### src/rtl/adc_buf_stats_pkg.sv
// Shared types for the ADC buffer statistics engine: default widths, sample/address
// types and the sweep FSM state encoding.
package adc_buf_stats_pkg;

  localparam int unsigned DefDwidth = 16;
  localparam int unsigned DefAwidth = 16;

  typedef logic signed [DefDwidth-1:0] sample_t;
  typedef logic        [DefAwidth-1:0] addr_t;

  typedef enum logic [1:0] {
    StIdle,
    StRead,
    StDrain,
    StDone
  } state_e;

endpackage

### src/rtl/adc_stats_acc.sv
// Sample accumulator: delays the read-valid/index by the DPBRAM latency and keeps
// running sum, extremes and their first-occurrence indices. Outputs are next-state values.
module adc_stats_acc
  import adc_buf_stats_pkg::*;
#(
  parameter int unsigned DWIDTH = DefDwidth,
  parameter int unsigned AWIDTH = DefAwidth,
  parameter int unsigned SUM_W  = DWIDTH + AWIDTH
) (
  input  logic                     i_clk,
  input  logic                     i_rst,
  input  logic                     i_init,
  input  logic                     i_valid,
  input  logic signed [DWIDTH-1:0] i_data,
  input  logic        [AWIDTH-1:0] i_idx,
  output logic        [SUM_W-1:0]  o_sum,
  output logic        [DWIDTH-1:0] o_min,
  output logic        [DWIDTH-1:0] o_max,
  output logic        [AWIDTH-1:0] o_min_idx,
  output logic        [AWIDTH-1:0] o_max_idx,
  output logic        [AWIDTH-1:0] o_count
);

  logic                     valid_q, init_q;
  logic        [AWIDTH-1:0] idx_q;
  logic signed [SUM_W-1:0]  sum_q, sum_d, data_ext;
  logic signed [DWIDTH-1:0] min_q, min_d, max_q, max_d;
  logic        [AWIDTH-1:0] min_idx_q, min_idx_d, max_idx_q, max_idx_d;
  logic        [AWIDTH-1:0] count_q, count_d;

  assign data_ext = {{(SUM_W-DWIDTH){i_data[DWIDTH-1]}}, i_data};

  always_ff @(posedge i_clk or posedge i_rst) begin
    if (i_rst) begin
      valid_q   <= 1'b0;
      init_q    <= 1'b0;
      idx_q     <= '0;
      sum_q     <= '0;
      min_q     <= '0;
      max_q     <= '0;
      min_idx_q <= '0;
      max_idx_q <= '0;
      count_q   <= '0;
    end else begin
      valid_q   <= i_valid;
      init_q    <= i_init;
      idx_q     <= i_idx;
      sum_q     <= sum_d;
      min_q     <= min_d;
      max_q     <= max_d;
      min_idx_q <= min_idx_d;
      max_idx_q <= max_idx_d;
      count_q   <= count_d;
    end
  end

  // Strict compares keep the earliest index on ties.
  always_comb begin
    sum_d     = sum_q;
    min_d     = min_q;
    max_d     = max_q;
    min_idx_d = min_idx_q;
    max_idx_d = max_idx_q;
    count_d   = count_q;
    if (valid_q) begin
      if (init_q) begin
        sum_d     = data_ext;
        min_d     = i_data;
        max_d     = i_data;
        min_idx_d = idx_q;
        max_idx_d = idx_q;
        count_d   = AWIDTH'(1);
      end else begin
        sum_d   = sum_q + data_ext;
        count_d = count_q + AWIDTH'(1);
        if (i_data < min_q) begin
          min_d     = i_data;
          min_idx_d = idx_q;
        end
        if (i_data > max_q) begin
          max_d     = i_data;
          max_idx_d = idx_q;
        end
      end
    end
  end

  assign o_sum     = sum_d;
  assign o_min     = min_d;
  assign o_max     = max_d;
  assign o_min_idx = min_idx_d;
  assign o_max_idx = max_idx_d;
  assign o_count   = count_d;

endmodule

### src/rtl/adc_buf_stats.sv
// Post-capture statistics sweep over the ADC sample DPBRAM: sequences reads, then
// latches sum/min/max/indices/count into result registers when the sweep completes.
module adc_buf_stats
  import adc_buf_stats_pkg::*;
#(
  parameter int unsigned DWIDTH   = DefDwidth,
  parameter int unsigned AWIDTH   = DefAwidth,
  parameter int unsigned MEM_SIZE = 10000,
  parameter int unsigned SUM_W    = DWIDTH + AWIDTH
) (
  input  logic              i_clk,
  input  logic              i_rst,
  input  logic              i_start,
  input  logic              i_abort,
  input  logic [AWIDTH-1:0] i_len,
  output logic [AWIDTH-1:0] o_ram_addr,
  output logic              o_ram_ce,
  input  logic [DWIDTH-1:0] i_ram_data,
  output logic              o_busy,
  output logic              o_done,
  output logic [SUM_W-1:0]  o_sum,
  output logic [DWIDTH-1:0] o_min,
  output logic [DWIDTH-1:0] o_max,
  output logic [AWIDTH-1:0] o_min_idx,
  output logic [AWIDTH-1:0] o_max_idx,
  output logic [AWIDTH-1:0] o_count
);

  // One extra bit so a record of exactly 2^AWIDTH samples is representable.
  localparam int unsigned LenW = AWIDTH + 1;
  localparam logic [AWIDTH:0] MemSizeW = LenW'(MEM_SIZE);

  state_e            state_q, state_d;
  logic [AWIDTH-1:0] addr_q, addr_d, last_q, last_d;
  logic [AWIDTH:0]   len_clamp;
  logic              load_res, zero_res, acc_init;

  logic [SUM_W-1:0]  acc_sum, res_sum_q;
  logic [DWIDTH-1:0] acc_min, acc_max, res_min_q, res_max_q;
  logic [AWIDTH-1:0] acc_min_idx, acc_max_idx, acc_count;
  logic [AWIDTH-1:0] res_min_idx_q, res_max_idx_q, res_count_q;

  assign len_clamp = ({1'b0, i_len} > MemSizeW) ? MemSizeW : {1'b0, i_len};
  assign acc_init  = o_ram_ce && (addr_q == '0);

  always_ff @(posedge i_clk or posedge i_rst) begin
    if (i_rst) begin
      state_q <= StIdle;
      addr_q  <= '0;
      last_q  <= '0;
    end else begin
      state_q <= state_d;
      addr_q  <= addr_d;
      last_q  <= last_d;
    end
  end

  always_comb begin
    state_d  = state_q;
    addr_d   = addr_q;
    last_d   = last_q;
    o_ram_ce = 1'b0;
    o_busy   = 1'b0;
    o_done   = 1'b0;
    load_res = 1'b0;
    zero_res = 1'b0;
    unique case (state_q)
      StIdle, StDone: begin
        // A new start is accepted in the done cycle too.
        o_done  = (state_q == StDone);
        state_d = StIdle;
        if (i_start) begin
          addr_d = '0;
          last_d = AWIDTH'(len_clamp - LenW'(1));
          if (len_clamp == '0) begin
            state_d  = StDone;
            zero_res = 1'b1;
          end else begin
            state_d = StRead;
          end
        end
      end
      StRead: begin
        o_busy   = 1'b1;
        o_ram_ce = 1'b1;
        if (i_abort) begin
          state_d = StIdle;
        end else if (addr_q == last_q) begin
          state_d = StDrain;
        end else begin
          addr_d = addr_q + AWIDTH'(1);
        end
      end
      StDrain: begin
        o_busy = 1'b1;
        if (i_abort) begin
          state_d = StIdle;
        end else begin
          state_d  = StDone;
          load_res = 1'b1;
        end
      end
      default: state_d = StIdle;
    endcase
  end

  adc_stats_acc #(
    .DWIDTH(DWIDTH),
    .AWIDTH(AWIDTH),
    .SUM_W (SUM_W)
  ) u_acc (
    .i_clk    (i_clk),
    .i_rst    (i_rst),
    .i_init   (acc_init),
    .i_valid  (o_ram_ce),
    .i_data   (i_ram_data),
    .i_idx    (addr_q),
    .o_sum    (acc_sum),
    .o_min    (acc_min),
    .o_max    (acc_max),
    .o_min_idx(acc_min_idx),
    .o_max_idx(acc_max_idx),
    .o_count  (acc_count)
  );

  always_ff @(posedge i_clk or posedge i_rst) begin
    if (i_rst) begin
      res_sum_q     <= '0;
      res_min_q     <= '0;
      res_max_q     <= '0;
      res_min_idx_q <= '0;
      res_max_idx_q <= '0;
      res_count_q   <= '0;
    end else if (zero_res) begin
      res_sum_q     <= '0;
      res_min_q     <= '0;
      res_max_q     <= '0;
      res_min_idx_q <= '0;
      res_max_idx_q <= '0;
      res_count_q   <= '0;
    end else if (load_res) begin
      res_sum_q     <= acc_sum;
      res_min_q     <= acc_min;
      res_max_q     <= acc_max;
      res_min_idx_q <= acc_min_idx;
      res_max_idx_q <= acc_max_idx;
      res_count_q   <= acc_count;
    end
  end

  assign o_ram_addr = addr_q;
  assign o_sum      = res_sum_q;
  assign o_min      = res_min_q;
  assign o_max      = res_max_q;
  assign o_min_idx  = res_min_idx_q;
  assign o_max_idx  = res_max_idx_q;
  assign o_count    = res_count_q;

endmodule

### config.mk
export PLATFORM = sky130hd
export DESIGN_NAME = adc_buf_stats
export DESIGN_NICKNAME = d
export VERILOG_FILES = /design/src/rtl/adc_buf_stats_pkg.sv /design/src/rtl/adc_stats_acc.sv /design/src/rtl/adc_buf_stats.sv
export SDC_FILE = /design/constraint.sdc
export NUM_CORES = 1
export LEC_CHECK = 0
export CORE_ASPECT_RATIO = 0.6
export CORE_MARGIN = 4
export CORE_UTILIZATION = 55
export CTS_CLUSTER_SIZE = 28
export DETAILED_ROUTE_END_ITERATION = 10
export GPL_ROUTABILITY_DRIVEN = 0
export PLACE_DENSITY = 0.79
export SLEW_MARGIN = 40
export SYNTH_ARGS = -nofsm -noshare
export SYNTH_HDL_FRONTEND = slang
export SYNTH_SLANG_ARGS = --single-unit
export TNS_END_PERCENT = 100
### constraint.sdc
create_clock -name i_clk -period 25.7 [get_ports i_clk]
set_input_delay 6.425 -clock i_clk [delete_from_list [all_inputs] [get_ports i_clk]]
set_output_delay 6.425 -clock i_clk [all_outputs]
set_load 0.02 [all_outputs]
==> metrics, run 1 <==
setup TNS 0 ns; DR vias/cell 5.829; number of top-level pins 167; Initial Util 56.20%; Avg Cell Area, Syn 9.876 µm²; layout cells sized above 1 9.108%; most frequent cells in the layout 275 x dfrtp_1, 212 x nor2_1, 166 x clkdlybuf4s50_1; required time worst endpoint 26.14 ns; CP startpoint kind input pin; Cell Pwr Density 125.5 nW/µm²; Synth Cell Area 14,270 µm²; WL/cell 19.66 µm; CTS max path bufs 3; largest net degree at the start of global routing 137; Die Y 132.8 µm; clk sinks 276; Port Buffer Count 166; r2r worst-path depth 7; cells after synthesis 1,445; Hold Path Sink u_acc.min_idx_q[4]; initial DRC count 1,100; number of synthesized flops with an enable pin 0; min Tclk post-route 9.723 ns; # fillers 1,944; gr usage total 26.44%; vias in the first global route 11,013; Worst Hold Launch u_acc.min_idx_q[4]; YS warnings 0; most common flop cell mapped by yosys dfrtp_1; DRC violation count after routing 0; fmax 0.1028 GHz; CTS-repair resized insts 0; RSZ-0062 raised after global routing no; first-pass GRT wire length 61,710 µm; Rel. slew slack 46.12%; H-tree depth 1; max_cap viols 0; hold depth 1; Max rail drop VDD 0.06722 mV; die width 216.0 µm; Crit-path slowest cell clkdlybuf4s50_1; Final Hold Vio Count 0; total die area 28,670 µm²; final wirelength 38,430 µm; actual slew at the worst max-slew pin 0.8082 ns; antenna violations before repair 0; class of the worst hold path reg -> reg; CTS root buf clkbuf_16; antenna-violating nets left 0; Synth async-reset ratio 100.0%; crit-path cells clkdlybuf4s50_1 > ha_1 > nor2b_1 > o21a_1 > o21a_1 > o21bai_1 > a21oi_1 > o41a_1 > o311ai_4 > buf_4 > mux2_2 > o21a_1; final hold slack 0.4943 ns; largest stage delay on the critical path 0.66 ns; fin. max-slew vios 0; CTS Buf Count 26; diodes inserted 0; Core ar. 25,390 µm²; Clock Skews 0.01124 ns; Pre-antenna DRT Iters 7; Post-layout nets 1,689; Yosys top cell by area dfrtp_1; final period utilization 37.83%; Worst Setup SP i_ram_data[1]; Worst EP arrival 10.16 ns; P_leak 7.785 nW; setup slack on the worst flop-to-flop path 22.09 ns; Netlist cell types 70; CP max FO 26; hpwl dp 26,210 µm; Seq/Total Area, Yosys 48.40%; Post-CTS Setup Bufs 0; top post-synthesis cells by area dfrtp_1 48%, ha_1 6.0%, nor2_1 5.6%, nand2_1 3.9%, o21a_1 3.8%; most common cell after layout, fill and taps aside dfrtp_1; delay-heaviest family, CP compound AO/OA/AOI/OAI gates; gr ovfl total 0; area grow syn2layout 20.76%; status finished, final reports clean; flops & latches, synth 276; Synth top area share 48.40%; Final setup viols 0; syn nets 1,551; CTS Hold Bufs 0; Crit Path Category in -> reg; critical path endpoint category register; reg2reg start u_acc.valid_q; CP bufs+invs 2; most frequent CP cell o21a_1; clock slew at reported path FFs 0.07 ns; CTS tree done; DR vias 11,396; clock latency at the later pin of the worst-skew pair 0.55 ns; row count 45; fin util 67.87%; reg2reg end o_min_idx[8]
## worst reg2reg max path, delay by kind of cell (launching register included)
| kind | cells | cell delay [ns] |
|---|---|---|
| compound gates | 2 | 0.36 |
| buf+inv | 3 | 1.67 |
| flops | 1 | 0.34 |
| mux | 1 | 0.42 |
| simple gates | 1 | 0.71 |
## worst max-delay path by stage
stage / cells past startpoint / end / slack [ns]
2_1_floorplan: 1 / last_q[0] / 11.67
3_3_place_gp: 12 / o_max_idx[15] / 15.53
3_5_place_dp: 12 / o_max_idx[15] / 15.44
4_1_cts: 12 / o_max[15] / 16.03
5_1_grt: 12 / o_max_idx[15] / 15.82
6_report: 12 / o_max_idx[15] / 15.98
## state kept, by name, indices dropped and copies added, names as in the netlist, 2 cells and up
signal / flops
last_q: 16
u_acc.count_q: 16
u_acc.sum_q: 32
o_min_idx: 16
u_acc.max_idx_q: 16
u_acc.idx_q: 16
o_sum: 32
o_count: 16
o_max: 16
u_acc.min_idx_q: 16
u_acc.min_q: 16
o_min: 16
u_acc.max_q: 16
state_q: 2
o_ram_addr: 16
o_max_idx: 16
## kinds of logic after synthesis
logic type | Yosys count | share of synthesized area [%]
flip-flops | 276 | 48.40
multiplexers | 79 | 6.900
buffers and inverters | 132 | 3.691
AO/OA/AOI/OAI | 337 | 15.91
XOR/XNOR | 65 | 3.989
adder cells (fa/ha/maj) | 70 | 6.190
AND/OR/NAND/NOR | 486 | 14.92
## stage by stage
step	cells	setup WS (ns)	power [mW]	instance area [µm²]
floorplan	1445	11.67	1.368	14270
global placement	1905	15.53	1.691	16220
detailed placement	1907	15.44	1.725	16290
CTS	1955	16.03	2.162	17230
global route	1955	15.82	2.298	17230
finish	1955	15.98	2.163	17230
## Yosys cell counts (23+ instances only)
| master | number |
|---|---|
| clkbuf_1 | 56 |
| inv_1 | 59 |
| nor2_1 | 214 |
| dfrtp_1 | 276 |
| ha_1 | 69 |
| mux2_4 | 29 |
| o21ai_0 | 52 |
| xnor2_1 | 36 |
| mux2_2 | 32 |
| nand2_1 | 147 |
| o21a_1 | 73 |
| xor2_1 | 29 |
| nand3_1 | 29 |
| a21o_1 | 23 |
| a21oi_1 | 86 |
## metal layers
layer | global-route usage (%) | wire, µm | up-vias | share of wire (%)
li1 | - | - | 5318 | -
met1 | 41.48 | 18230 | 5587 | 47
met2 | 38.87 | 16630 | 432 | 43
met3 | 4.751 | 2842 | 59 | 7.4
met4 | 4.831 | 733 | 0 | 1.9
met5 | 0 | 0 | - | 0
## power by group
part	leakage (nW)	switching, mW	internal [mW]
clock network	0.457	0.174	0.249
logic	3.85	0.583	0.467
registers	3.48	0.104	0.585
total	7.79	0.861	1.30
## final cells by class
type | count | area (µm²) | area share, %
Clock buffer | 32 | 713.2 | 4.138
Clock inverter | 16 | 231.5 | 1.343
Inverter | 61 | 241.5 | 1.401
Multi-Input combinational cell | 1037 | 6887 | 39.96
Sequential cell | 276 | 6908 | 40.08
Tap cell | 352 | 440.4 | 2.556
Timing Repair Buffer | 181 | 1813 | 10.52
No activity file was read; power rests on OpenSTA's default activity.
==> run 2, diff against run 1 <==
- CORE_UTILIZATION: 55 -> 51
- PLACE_DENSITY: 0.79 -> 0.77
- clock period: 25.7 -> 8.6 ns (I/O delays scaled with it)
==> run 2 against run 1 <==
Combinational power rose to 3.0 times the previous value. Final cell count rose by 0.72%. Core utilization fell by 5.7 points. Wire length rose by 1.1%. Worst hold slack got worse by 0.0031 ns. Via count rose by 0.37%. Die area rose by 7.5%. Clock power rose to 2.7 times the previous value. Worst setup slack got worse by 13 ns. Largest cell class unchanged. Clock skew rose by 0.0029 ns. Sequential cell count did not move. Critical endpoint unchanged. Register-to-register slack got worse by 17 ns.
==> metrics, run 2 (synthesis results as in run 1) <==
status finished, final reports clean (unchanged); Clock Skews 0.01413 ns (was 0.01124 ns); met3 routed WL 2993 µm (was 2842 µm); final hold slack 0.4912 ns (was 0.4943 ns); Port Buffer Count 166 (unchanged); DR vias/cell 5.809 (was 5.829); Post-DP Area 16,320 µm² (was 16,290 µm²); final period utilization 64.83%; clock slew at reported path FFs 0.07 ns (about the same); DRC violation count after routing 0 (unchanged); CTS max path bufs 3 (unchanged); post-route design area 17,150 µm² (was 17,230 µm²); critical path endpoint category register (unchanged); layout cells sized above 1 8.614% (was 9.108%); M1 wire length 18,530 µm (was 18,230 µm); area of the multi-input gates 6870 µm² (was 6887 µm²); H-tree depth 1 (unchanged); RSZ-0062 raised after global routing no (unchanged); P_leak 7.749 nW (was 7.785 nW); hpwl dp 27,090 µm (was 26,210 µm); CP startpoint kind input pin (unchanged); # fillers 2,271 (was 1,944); CP max FO 18 (was 26); final wirelength 38,860 µm (was 38,430 µm); diodes inserted 0 (unchanged); antenna violations before repair 0 (unchanged); largest net degree at the start of global routing 91 (was 137); setup TNS 0 ns (unchanged); number of top-level pins 167 (unchanged); Post-CTS Setup Bufs 0 (unchanged); CTS tree done (unchanged); vias in the first global route 11,044 (was 11,013); gr usage total 24.93% (was 26.44%); fmax 0.1794 GHz; min Tclk post-route 5.575 ns; DR vias 11,438 (was 11,396); fin. max-slew vios 0 (unchanged); area grow syn2layout 20.18% (was 20.76%); Worst EP arrival 6.02 ns (was 10.16 ns); gr ovfl total 0 (unchanged); Die Y 137.6 µm (was 132.8 µm); Max rail drop VDD 0.2031 mV (was 0.06722 mV); WL/cell 19.73 µm (was 19.66 µm); CTS root buf clkbuf_16 (unchanged); most common cell after layout, fill and taps aside dfrtp_1 (unchanged); max_cap viols 0 (unchanged); clock latency at the later pin of the worst-skew pair 0.56 ns (was 0.55 ns); antenna-violating nets left 0 (unchanged); Final Hold Vio Count 0 (unchanged); Crit Path Category in -> reg (unchanged); required time worst endpoint 9.04 ns (was 26.14 ns); die width 224.0 µm (was 216.0 µm); CTS Hold Bufs 0 (unchanged); row count 47 (was 45); class of the worst hold path reg -> reg (unchanged); Initial Util 51.74% (was 56.20%); total die area 30,810 µm² (was 28,670 µm²); fin util 62.19% (was 67.87%); max layer used met4 (unchanged); FF+latch area 6908 µm² (unchanged); CTS Buf Count 26 (unchanged); first-pass GRT wire length 61,720 µm (was 61,710 µm); routed wire length on met2 16,610 µm (was 16,630 µm); Rel. slew slack 46.81% (was 46.12%); Final setup viols 0 (unchanged); Core ar. 27,580 µm² (was 25,390 µm²); CTS-repair resized insts 0 (unchanged); most frequent cells in the layout 275 x dfrtp_1, 212 x nor2_1, 166 x clkdlybuf4s50_1 (unchanged); Cell Pwr Density 370.9 nW/µm² (was 125.5 nW/µm²); Pre-antenna DRT Iters 7 (unchanged); Post-layout nets 1,692 (was 1,689); actual slew at the worst max-slew pin 0.7978 ns (was 0.8082 ns); initial DRC count 1,164 (was 1,100); clk sinks 276 (unchanged)
run 2: cell types whose count changed in the layout (fill, tap and decap cells not counted), sizes merged:
cell	delta
buf	+3
bufinv	-3
clkbuf	+5
clkinv	-3
clkinvlp	-2
inv	-1
run 2: final cells by class:
| cell class | count | area share (%) |
|---|---|---|
| Sequential cell | 276 | 40.28 |
| Clock inverter | 7 | 0.6638 |
| Tap cell | 367 | 2.677 |
| Inverter | 61 | 1.357 |
| Clock buffer | 37 | 4.209 |
| Multi-Input combinational cell | 1037 | 40.06 |
| Timing Repair Buffer | 184 | 10.76 |
run 2: metrics by stage:
step	power (mW)	std cells	setup slack [ns]
5_1_grt	6.759	1969	2.876
3_3_place_gp	5.071	1922	2.368
4_1_cts	6.362	1969	3.057
2_1_floorplan	4.088	1445	2.799
3_5_place_dp	5.176	1925	2.477
6_report	6.361	1969	3.025
run 2: worst max-delay path, cell delays in order:
cell,delay [ns]
clkdlybuf4s50_1,0.64
ha_1,0.29
nor2b_1,0.13
o21a_1,0.16
o21a_1,0.17
o21bai_1,0.13
a21oi_1,0.12
o41a_1,0.42
o311ai_4,0.56
buf_4,0.31
buf_4,0.37
mux2_2,0.39
o21a_1,0.17
run 2: power breakdown:
part / internal (mW) / leakage, nW / total [mW] / switching, mW
Sequential: 1.75 / 3.48 / 2.06 / 0.310
Combinational: 1.40 / 3.86 / 3.15 / 1.75
Clock: 0.646 / 0.407 / 1.15 / 0.506
Total: 3.79 / 7.75 / 6.36 / 2.57
run 2: routing by layer:
| layer | vias to the layer above | global-route usage, % |
|---|---|---|
| li1 | 5315 | - |
| met1 | 5670 | 38.35 |
| met2 | 395 | 36.95 |
| met3 | 58 | 4.855 |
| met4 | 0 | 4.961 |
| met5 | - | 0 |
run 2: final timing paths:
| kind | startpoint | endpoint | slack [ns] | depth (start not counted) |
|---|---|---|---|---|
| max | i_ram_data[1] | o_max_idx[15] | 3.02 | 13 |
| min | u_acc.min_idx_q[3] | u_acc.min_idx_q[3] | 0.49 | 1 |
| max reg2reg | u_acc.max_q[1] | o_max_idx[15] | 4.84 | 13 |
| min reg2reg | u_acc.min_idx_q[3] | u_acc.min_idx_q[3] | 0.49 | 1 |
| max in group asynchronous | i_rst | o_count[0] | 5.39 | 4 |
| min in group asynchronous | i_rst | u_acc.min_idx_q[0] | 1.97 | 2 |
==> run 3, diff against run 2 <==
- clock period: 8.6 -> 5.1 ns (I/O delays scaled with it)
==> run 3 against run 2 <==
Register-to-register slack got worse by 2.8 ns. Worst setup slack got worse by 2.1 ns. Non-clock buffer count increased by 7. Total power increased by 73%. Worst hold slack improved by 0.0041 ns. Clock skew decreased by 0.0033 ns. Critical endpoint is now o_sum[24].
==> metrics, run 3 (synthesis results as in run 1) <==
gr usage total 24.58% (was 24.93%); Crit Path Category in -> reg (unchanged); die width 224.0 µm (unchanged); Rel. slew slack 52.58% (was 46.81%); final period utilization 82.16%; reg2reg start u_acc.sum_q[0] (was u_acc.max_q[1]); clock power share 20.4% (was 18.1%); CTS root buf clkbuf_16 (unchanged); P_leak 7.875 nW (was 7.749 nW); setup slack on the worst flop-to-flop path 1.99 ns (was 4.84 ns); DR vias 11,411 (was 11,438); RSZ-0062 raised after global routing no (unchanged); max_cap viols 0 (unchanged); initial DRC count 1,062 (was 1,164); Reg power frac 31.5% (was 32.4%); Placed Cells incl. Taps 1,932 (was 1,925); sw frac 39.38% (was 40.38%); Hold Path Sink u_acc.min_idx_q[4] (was u_acc.min_idx_q[3]); class of the worst hold path reg -> reg (unchanged); gr ovfl total 0 (unchanged); total power 11.00 mW (was 6.361 mW); fin. max-slew vios 0 (unchanged); combinational share of power 48.2% (was 49.5%); largest net degree at the start of global routing 107 (was 91); CTS max path bufs 3 (unchanged); total die area 30,810 µm² (unchanged); fmax 0.2387 GHz; layout cells sized above 1 9.721% (was 8.614%); most frequent cells in the layout 275 x dfrtp_1, 212 x nor2_1, 166 x clkdlybuf4s50_1 (unchanged); actual slew at the worst max-slew pin 0.7112 ns (was 0.7978 ns); CTS tree done (unchanged); status finished, final reports clean (unchanged); area grow syn2layout 21.95% (was 20.18%); most common cell after layout, fill and taps aside dfrtp_1 (unchanged); Cell Pwr Density 631.9 nW/µm² (was 370.9 nW/µm²); CP startpoint kind input pin (unchanged); row count 47 (unchanged); final wirelength 38,210 µm (was 38,860 µm); WL/cell 19.28 µm (was 19.73 µm); hpwl dp 26,520 µm (was 27,090 µm); reg2reg end o_sum[24] (was o_max_idx[15]); CTS Hold Bufs 0 (unchanged); Final Hold Vio Count 0 (unchanged); Core ar. 27,580 µm² (unchanged); CTS Buf Count 27 (was 26); DRC violation count after routing 0 (unchanged); Worst EP arrival 4.65 ns (was 6.02 ns); Worst Hold Launch u_acc.min_idx_q[4] (was u_acc.min_idx_q[3]); Clock Skews 0.01082 ns (was 0.01413 ns); Pre-antenna DRT Iters 5 (was 7); DR vias/cell 5.757 (was 5.809); Die Y 137.6 µm (unchanged); CTS-repair resized insts 0 (unchanged); NetSw 4.331 mW (was 2.568 mW); antenna-violating nets left 0 (unchanged); diodes inserted 0 (unchanged); r2r worst-path depth 12 (was 13); Initial Util 51.74% (unchanged); clk sinks 276 (unchanged); P_int 6.666 mW (was 3.792 mW); hold depth 1 (unchanged); required time worst endpoint 5.56 ns (was 9.04 ns); vias in the first global route 11,182 (was 11,044); Final setup viols 0 (unchanged); first-pass GRT wire length 61,130 µm (was 61,720 µm); clock slew at reported path FFs 0.07 ns (about the same); fin cells 1,982 (was 1,969); number of top-level pins 167 (unchanged); H-tree depth 1 (unchanged); CP max FO 14 (was 18); setup TNS 0 ns (unchanged); clock latency at the later pin of the worst-skew pair 0.56 ns (about the same); Max rail drop VDD 0.3819 mV (was 0.2031 mV); Port Buffer Count 166 (unchanged); antenna violations before repair 0 (unchanged); Post-CTS Setup Bufs 0 (unchanged); critical path endpoint category register (unchanged); Post-layout nets 1,700 (was 1,692); min Tclk post-route 4.190 ns
==> run 3: cell types whose count changed in the layout (fill, tap and decap cells not counted), moves of 2 or more <==
cell | previous run | this run
buf_4 | 14 | 20
clkbuf_1 | 8 | 2
clkbuf_8 | 3 | 10
buf_12 | 2 | 5
bufinv_16 | 2 | 4
==> run 3: area by class of cell <==
cell class	count	area, µm²
clock buffers	39	820.8
well taps	367	459.2
flip-flops and latches	276	6908
inverters	61	232.7
fillers	2243	10180
repair buffers	191	1912
clock inverters	11	192.7
multi-input cells	1037	6879
==> run 3: critical path, cell delays in order <==
cell and delay, ns:
clkdlybuf4s50_1 0.48, o41ai_1 0.58, a21oi_1 0.18, o31ai_1 0.27, and2_1 0.28, nand2_1 0.11, ha_1 0.26, nand3_1 0.29
or3_1 0.53, nand2_1 0.14, o31ai_1 0.26
==> run 3: power groups by stage <==
| stage | Combinational (mW) | Sequential, mW | Clock, mW |
|---|---|---|---|
| 2_1_floorplan | 3.07 | 3.82 | 0 |
| 3_3_place_gp | 5.08 | 3.46 | 0 |
| 3_5_place_dp | 5.23 | 3.47 | 0 |
| 4_1_cts | 5.28 | 3.46 | 2.27 |
| 5_1_grt | 5.78 | 3.54 | 2.36 |
| 6_report | 5.30 | 3.46 | 2.24 |
==> run 3: worst max path at each step <==
stage / from / endpoint / slack [ns] / cells past startpoint
floorplan: i_rst / last_q[0] / 0.17 / 1
global placement: i_ram_data[15] / o_min[9] / 0.50 / 10
detailed placement: i_len[0] / o_sum[24] / 0.39 / 11
CTS: i_len[0] / o_sum[24] / 0.97 / 11
global route: i_len[0] / o_sum[24] / 0.74 / 11
finish: i_len[0] / o_sum[24] / 0.91 / 11
==> run 3: metal layers <==
layer	up-vias	part of all wire, %	track usage [%]
met5	-	0	0
met4	0	1.7	4.447
met3	48	7.3	5.899
met2	368	43	36.70
met1	5664	48	37.06
li1	5331	-	-
==> run 3: stage by stage <==
| step | cell area (µm²) | hold WS (ns) | worst slack, ns | utilization [%] |
|---|---|---|---|---|
| 2_1_floorplan | 14270 | 0.4625 | 0.1736 | - |
| 3_3_place_gp | 16380 | 0.4746 | 0.5039 | 59.38 |
| 3_5_place_dp | 16390 | 0.4789 | 0.3932 | 59.43 |
| 4_1_cts | 17400 | 0.4979 | 0.9712 | 63.10 |
| 5_1_grt | 17400 | 0.5103 | 0.7374 | 63.10 |
| 6_report | 17400 | 0.4954 | 0.9100 | 63.10 |
